## config.mk

```make
export PLATFORM = sky130hd
export DESIGN_NAME = hazard_scoreboard
export DESIGN_NICKNAME = d
export VERILOG_FILES = /design/src/rtl/hazard_scoreboard.sv
export SDC_FILE = /design/constraint.sdc
export NUM_CORES = 1
export LEC_CHECK = 0
export CAP_MARGIN = 25
export CORE_MARGIN = 2
export CORE_UTILIZATION = 45
export CTS_BUF_LIST = sky130_fd_sc_hd__clkbuf_4 sky130_fd_sc_hd__clkbuf_8 sky130_fd_sc_hd__clkbuf_16
export CTS_CLUSTER_SIZE = 8
export DETAILED_ROUTE_END_ITERATION = 8
export HOLD_SLACK_MARGIN = 0.08
export PLACE_DENSITY = 0.71
export SYNTH_ARGS = -nofsm -noshare
export SYNTH_HDL_FRONTEND = slang
export SYNTH_SLANG_ARGS = --single-unit
export TNS_END_PERCENT = 10
```

## constraint.sdc

```tcl
create_clock -name clk -period 8.1 [get_ports clk]
set_input_delay 1.62 -clock clk [delete_from_list [all_inputs] [get_ports clk]]
set_output_delay 1.62 -clock clk [all_outputs]
set_load 0.01 [all_outputs]
```

## src/rtl/hazard_scoreboard.sv

```systemverilog
// hazard_scoreboard: pipeline hazard unit with a register-pending scoreboard
// for a single outstanding multi-cycle mul/div operation.
// Detects load-use, RAW and WAW against pending mul/div results, and
// structural hazards on the mul/div unit. Branch redirect overrides stalls.
// Optional feature: define HAZARD_PERF_EN to add a saturating StallCount
// output that counts decode-stall cycles.

// Per-source hazard check: load-use match and pending-register RAW match.
module hazard_src_chk (
  input  logic [4:0]  rs,
  input  logic [31:0] sb,
  input  logic [4:0]  rd_e,
  input  logic        mem_read_e,
  input  logic        md_done,
  input  logic [4:0]  md_rd_w,
  output logic        lw_hit,
  output logic        raw_hit
);
  // A write-back landing this cycle satisfies the read, so it does not stall.
  always_comb begin
    lw_hit  = mem_read_e && (rd_e != 5'd0) && (rd_e == rs);
    raw_hit = (rs != 5'd0) && sb[rs] && !(md_done && (md_rd_w == rs));
  end
endmodule

module hazard_scoreboard #(
  parameter int NUM_SRC = 2
) (
  input  logic        clk,
  input  logic        reset,
  input  logic [4:0]  RsD1,
  input  logic [4:0]  RsD2,
  input  logic [4:0]  RdD,
  input  logic        RegWriteD,
  input  logic        MulDivD,
  input  logic [4:0]  RdE,
  input  logic        RegWriteE,
  input  logic        MemReadE,
  input  logic        MulDivE,
  input  logic        PCSrcE,
  input  logic        MulDivDoneW,
  input  logic [4:0]  MulDivRdW,
  output logic        StallF,
  output logic        StallD,
  output logic        FlushD,
  output logic        FlushE,
  output logic        BusyMD
`ifdef HAZARD_PERF_EN
  ,
  output logic [31:0] StallCount
`endif
);

  logic [31:0]                sb;
  logic [31:0]                sb_set, sb_clr, sb_nxt;
  logic [NUM_SRC-1:0][4:0]    rs;
  logic [NUM_SRC-1:0]         lw_hit, raw_hit;
  logic                       lw_stall, raw_stall, waw_stall, struct_stall, stall;

  assign rs = {RsD2, RsD1};

  genvar g;
  generate
    for (g = 0; g < NUM_SRC; g++) begin : g_src
      hazard_src_chk u_chk (
        .rs         (rs[g]),
        .sb         (sb),
        .rd_e       (RdE),
        .mem_read_e (MemReadE),
        .md_done    (MulDivDoneW),
        .md_rd_w    (MulDivRdW),
        .lw_hit     (lw_hit[g]),
        .raw_hit    (raw_hit[g])
      );
    end
  endgenerate

  // Scoreboard next state: clear on write-back, set on issue; set wins on
  // a same-bit collision, and r0 can never become pending.
  always_comb begin
    sb_set = '0;
    sb_clr = '0;
    if (MulDivE && RegWriteE && (RdE != 5'd0)) sb_set[RdE] = 1'b1;
    if (MulDivDoneW)                           sb_clr[MulDivRdW] = 1'b1;
    sb_nxt    = (sb & ~sb_clr) | sb_set;
    sb_nxt[0] = 1'b0;
  end

  // Pending vector and unit-busy flag; a new issue outranks completion.
  always_ff @(posedge clk or posedge reset) begin
    if (reset) begin
      sb     <= '0;
      BusyMD <= 1'b0;
    end else begin
      sb <= sb_nxt;
      if (MulDivE)          BusyMD <= 1'b1;
      else if (MulDivDoneW) BusyMD <= 1'b0;
    end
  end

  // Hazard terms and pipeline control; all forced low while in reset.
  always_comb begin
    lw_stall     = |lw_hit;
    raw_stall    = |raw_hit;
    waw_stall    = RegWriteD && (RdD != 5'd0) && sb[RdD] &&
                   !(MulDivDoneW && (MulDivRdW == RdD));
    struct_stall = MulDivD && BusyMD && !MulDivDoneW;
    stall        = lw_stall || raw_stall || waw_stall || struct_stall;
    StallF       = !reset && stall && !PCSrcE;
    StallD       = !reset && stall && !PCSrcE;
    FlushD       = !reset && PCSrcE;
    FlushE       = !reset && (stall || PCSrcE);
  end

`ifdef HAZARD_PERF_EN
  logic [31:0] stall_cnt;

  // Saturating count of cycles in which decode was held.
  always_ff @(posedge clk or posedge reset) begin
    if (reset)                                   stall_cnt <= '0;
    else if (StallD && (stall_cnt != '1))        stall_cnt <= stall_cnt + 32'd1;
  end

  assign StallCount = stall_cnt;
`endif

endmodule

```

Yosys cells after proc, flatten, opt, wreduce, memory -nomap -nowiden
Cells that the tools add are included.
- input port bits: 34
- register bits after elaboration: 32
- output and inout port bits: 5
- magnitude comparators: 7
- reductions and logical operators: 40
- multiplexer cells: 14
- bitwise operators: 3
- equal/unequal tests: 5
- operator list (kind ; count):
    two-way mux 32 bit ; 2
    bitwise AND 32 bit ; 1
    inverter 32 bit ; 1
    OR 32 bit ; 1
    less-than comparator 5 x 6 -> 1 bit, second input constant ; 5
    equality test 5 bit ; 5
    logical AND 1 bit ; 23
    nonzero test 5 bit ; 4
    binary-select mux 1 bit (select 5 bit) ; 3
    demux 1 bit (select 5 bit) ; 2
    greater-or-equal comparator 5 x 1 -> 1 bit, second input constant ; 2
    two-way mux 1 bit ; 7
    zero test 1 bit ; 6
    logical OR 1 bit ; 4
    OR reduction 2 bit ; 2
    nonzero test 2 bit ; 1

Depth between registers and ports, before layout
- depth in word-level cells: 10
- gate-level depth with buffers: 8
- gate-level depth less buffers: 6

Modules after synthesis
A second synthesis with hierarchy kept.
- cells, all modules: 270
- area, all modules: 2630.0 um^2
- modules (own cells, without submodules) (module ; area an instance (um^2) ; cells an instance ; times used):
    hazard_scoreboard ; 1764.2 ; 181 ; 1
    hazard_src_chk at g_src[1].u_chk ; 435.4 ; 46 ; 1
    hazard_src_chk at g_src[0].u_chk ; 430.4 ; 43 ; 1

Least setup slack after synthesis
Ideal clock, no wire load.
- path type: input to output
- start: in RsD1[1]
- end: out StallF
- setup slack: 3008 ps
- buffers on the path: 2
- stages: 6
- arrival: 3472 ps
- path through: buf_2 > mux4_2 > mux4_2 > a311oi_1 > a211oi_1 > buf_4
- longest elaborated chain between the ends: 10
- RTL lines (element ; line ; text):
    start: declaration ; 31 ; input logic [4:0] RsD1,
    binary-select mux 1 bit (select 5 bit) or equality test 5 bit (tied branches) ; 22 ; raw_hit = (rs != 5'd0) && sb[rs] && !(md_done && (md_rd_w == rs));
    two-way mux 1 bit (not written as such) or logical AND 1 bit (tied branches) ; 22 ;
    logical AND 1 bit or zero test 1 bit (tied branches) ; 22 ;
    logical AND 1 bit ; 22 ;
    OR reduction 2 bit ; 104 ; raw_stall = |raw_hit;
    logical OR 1 bit (*) (3 in a row) ; 108 ; stall = lw_stall || raw_stall || waw_stall || struct_stall;
    logical AND 1 bit (*) (2 in a row) ; -- ;
    end: declaration ; 43 ; output logic StallF,
Every way passes the cells marked *; elsewhere a longest branch is shown, timed or not. The select of a mux whose other input is x is not followed.

Worst setup path after layout
- start: in RsD1[2]
- end: out StallD
- longest elaborated chain between the ends: 10
- RTL lines (element ; line ; text):
    binary-select mux 1 bit (select 5 bit) or equality test 5 bit (tied branches) ; 22 ;
    two-way mux 1 bit (not written as such) or logical AND 1 bit (tied branches) ; 22 ;
    logical AND 1 bit or zero test 1 bit (tied branches) ; 22 ;
    logical AND 1 bit ; 22 ;
    OR reduction 2 bit ; 104 ;
    logical OR 1 bit (*) (3 in a row) ; 108 ;
    logical AND 1 bit (*) (2 in a row) ; 110 ; StallD = !reset && stall && !PCSrcE;
    end: declaration ; 44 ; output logic StallD,
Marked as above.

==> impl.org <==
** CTS
- In this run, CTS created clock tree buffers numbering 5.
- Maximum level of the CTS H-tree :: 2
- Total of cells resized after clock tree synthesis :: 0
- The clock passes through at most 2 buffers.
- After clock tree synthesis, the setup repair step added 0 buffers.
- Clk_lat worst skew :: slightly below 0.3 ns
- For this design, the sink count on the clock tree is 32.
- TritonCTS clock tree :: yes
- Clock Root Buffer :: clkbuf_8
- Buffers inserted to repair hold after CTS numbered 0.
- After clock tree synthesis, the clock-pin slew on the worst setup and hold paths is 0.07 ns.

** Critical path
- CP Capture Type :: output port
- Required time reported for the critical path endpoint :: between 6 and 7 ns
- Reg-to-reg endpoint :: sb[30]$_DFF_PP0_
- The worst setup path is launched from an input port.
- CP peak stage delay :: approximately 0.94 ns
- The critical path ends at StallD.
- The critical path is of the in -> out type.
- Reg-to-reg startpoint :: sb[30]$_DFF_PP0_
- Critical path, cell by cell :: clkdlybuf4s50_1 > mux4_2 > a211oi_1 > and4bb_2 > a311oi_1 > a211oi_1 > clkdlybuf4s50_1
- In this run the worst path has a maximum fanout of 12.
- Data arrives at the worst endpoint at between 4 and 5 ns.
- Worst reg-to-reg setup slack :: about 7.3 ns
- Worst Reg2Reg Path Length in Cells :: 2
- The largest individual stage delay along the critical path comes from the cell clkdlybuf4s50_1.
- In this run the worst setup path begins at RsD1[2].

** Die
- The floorplan has 27 rows.
- Area enclosed by the die boundary :: around 0.0064 sq mm
- Once the floorplan was initialized, standard cells occupied about 47% of the core.
- Num ports :: 39
- In this run the standard cell core region covers between 0.005 and 0.006 sq mm.
- Die span in x :: 79.9 um
- Die boundary height :: around 80 um

** Route
- Pre-antenna DRT Iters :: 5
- Vias :: 2435
- DR WL/cell :: approximately 22 um
- Dividing the detail-routed via count by the number of cells gives about 6.7.
- DRC violation total after the first TritonRoute iteration :: between 200 and 300
- Once detail routing completed, the nets flagged for antenna violations numbered 0.
- For this run, design rule violations remaining after detail routing come to 0.
- Total wire length :: between 7000 and 8000 um

** Cells and area
- Final #Nets :: approximately 320
- Share of cells above drive strength 1 :: 13.5%
- Ant. Diodes :: 0
- From synthesis to final layout, the design area changed by 18.1%.
- Leading cell type in the layout, fill and taps excluded :: o21ai_0
- In the layout the commonest cells are o21ai_0, clkdlybuf4s50_1, dfrtp_1, mux4_2.

** Global routing
- The first global-routing pass estimated approximately 13000 um of wire.
- Across every metal layer, demand over resource in global routing totals 26.9%.
- The number of global-route vias before repair is around 2400.
- Number of antenna violations at the first check in global routing :: 0
- GRT Residual Overflow :: 0
- Entering global routing, the biggest net connects 33 pins.

** Power
- IR analysis of the VDD net gives a maximum drop of around 0.11 mV.
- Power Dens Cells :: ~180 mW/mm^2
- Net switching is between 30% and 40% of the power.
- Cell internal power dissipation :: 0.373 mW
- Design Power :: 0.545 mW
- The clock network is responsible for around 29% of the overall power.
- Switching component of the power :: between 0.15 and 0.2 mW
- For this design the static power due to leakage is roughly 1.1 nW.
- Share of power burned in combinational logic :: between 20% and 30%
- Sequential fraction of design power :: 40.9%

** Logic synthesis
- Synthesized area divided by synthesized cell count :: approximately 9.8 sq um
- When the netlist entered floorplanning its net count stood at about 300.
- Counting distinct cell types in the post-synthesis netlist gives 46.
- Register bit count reported by yosys :: 32
- After synthesis the cells add up to around 0.0026 sq mm.
- Yosys printed 0 warnings.
- After technology mapping, the gate count stands at between 200 and 300.
- Sequential cells were found to cover 30.9% of the synthesized design area.

** Timing
- For the final routed database, the setup TNS stands at 0 ns.
- The tightest hold path in the finished design has a slack of around 0.53 ns.
- Setup repair after global routing left no endpoint under its margin.
- Setup violations remaining at the end of the flow were counted as 0.
- The number of hold violations in the final report is 0.
- For the pin with the worst max-slew slack, the measured transition is around 0.74 ns.
- Crit share post-route :: about 80%
- Minimum clock period :: about 6.3 ns
- Max Clk Rate :: ~0.16 GHz
- Final Max Slew Viols :: 0
- Setup slack closes at roughly 1.8 ns.
- Measured against its own limit, the worst slew margin works out to between 50% and 60%.
- Skew final :: 0 ns

** Worst hold path
- Counting instances, the worst hold path has a depth of 1.
- Path category of the worst min-delay check :: reg -> reg

** Placed design
- Quantity of I/O buffers inserted on ports :: 38
- OpenSTA, run right after detailed placement, puts the worst setup slack at around 1.8 ns.
- Detailed placer's ending HPWL :: 5660 um
- Routability-driven placement finished with a final weighted congestion of about 0.95.

** Job
- Max_cap viols :: 0

** Status
- The flow ran to the end, and the final reports show no timing, DRC or antenna violations.
-- through the flow --
step | util, % | instances | instance area (sq um)
after global routing | 55.2 | 361 | 3060
after global placement | 53.2 | 353 | 2950
final | 55.2 | 361 | 3060
after floorplan | - | 265 | 2590
after CTS | 55.2 | 361 | 3060
after detailed placement | 53.2 | 353 | 2950
-- kinds of logic (layout without fill, tap and decap cells) --
logic type	count (synthesis)	after routing	synth area share (%)
AND/OR/NAND/NOR	61	61	13.1
multiplexers	32	32	23.1
XOR/XNOR	24	24	8.11
buffers and inverters	29	53	5.55
flip-flops	32	32	30.9
AO/OA/AOI/OAI	87	87	19.3
-- power by group through the flow --
stage          logic, mW  registers, mW  clock network [mW]
5_1_grt            0.179          0.227               0.166
3_3_place_gp       0.158          0.222                   0
2_1_floorplan      0.118          0.209                   0
3_5_place_dp       0.162          0.224                   0
4_1_cts            0.162          0.221               0.161
6_report           0.163          0.223               0.159
-- synthesized netlist by cell type, drive strengths merged --
master	number	area [sq um]
a211oi	4	30.0
a21boi	1	7.51
a21o	1	7.51
a21oi	1	5.00
a221oi	1	8.76
a22o	1	10.0
a311oi	2	23.8
a31oi	3	18.8
a32o	1	10.0
and2	1	6.26
and3	1	6.26
and3b	1	8.76
and4bb	1	12.5
buf	7	41.3
clkbuf	16	80.1
dfrtp	32	801
inv	6	22.5
mux2	3	33.8
mux2i	7	70.1
mux4	22	495
nand2	12	45.0
nand2b	4	25.0
nand3	10	50.1
nand3b	6	45.0
nand4	2	12.5
nor2	7	26.3
nor2b	3	18.8
nor3	4	20.0
nor4	3	18.8
o21ai	65	325
o21bai	1	7.51
o22ai	2	12.5
o31ai	2	15.0
o32ai	1	8.76
o41ai	1	8.76
or2	1	6.26
or3	2	12.5
or3b	2	17.5
or4	1	7.51
xnor2	12	105
xor2	12	105
-- routing by layer --
layer  vias up  track usage, %  routed length [um]  part of all wire (%)
met5         -               0                   0                     0
met4         0            11.4                 167                   2.1
met2       166            40.9                3580                    45
met3        16            6.33                 853                    11
li1       1049               -                   -                     -
met1      1204            36.7                3270                    42
-- state kept, by name, indices dropped and copies added, names as in the netlist --
register	count
BusyMD	1
sb	31
-- cell type report --
class	count	area, sq um
clock inverters	2	35.0
multi-input cells	204	1650
repair buffers	39	388
flip-flops and latches	32	801
fillers	501	2480
clock buffers	6	76.3
well taps	72	90.1
inverters	6	22.5
-- worst min-delay path by stage --
stage | from | end | slack, ns
finish | BusyMD$_DFFE_PP0P_ | BusyMD$_DFFE_PP0P_ | 0.53
global route | BusyMD$_DFFE_PP0P_ | BusyMD$_DFFE_PP0P_ | 0.57
CTS | BusyMD$_DFFE_PP0P_ | BusyMD$_DFFE_PP0P_ | 0.53
detailed placement | BusyMD$_DFFE_PP0P_ | BusyMD$_DFFE_PP0P_ | 0.51
global placement | BusyMD$_DFFE_PP0P_ | BusyMD$_DFFE_PP0P_ | 0.49
floorplan | sb[3]$_DFF_PP0_ | sb[3]$_DFF_PP0_ | 0.50
-- worst max-delay path: cells and delay by family --
kind                   cells  cell delay [ns]
AOI/OAI and AO/OA          3             0.74
buffers and inverters      2             1.44
and+or+nand+nor            1             0.27
muxes                      1             0.59
(Power assumes the default switching activity.)
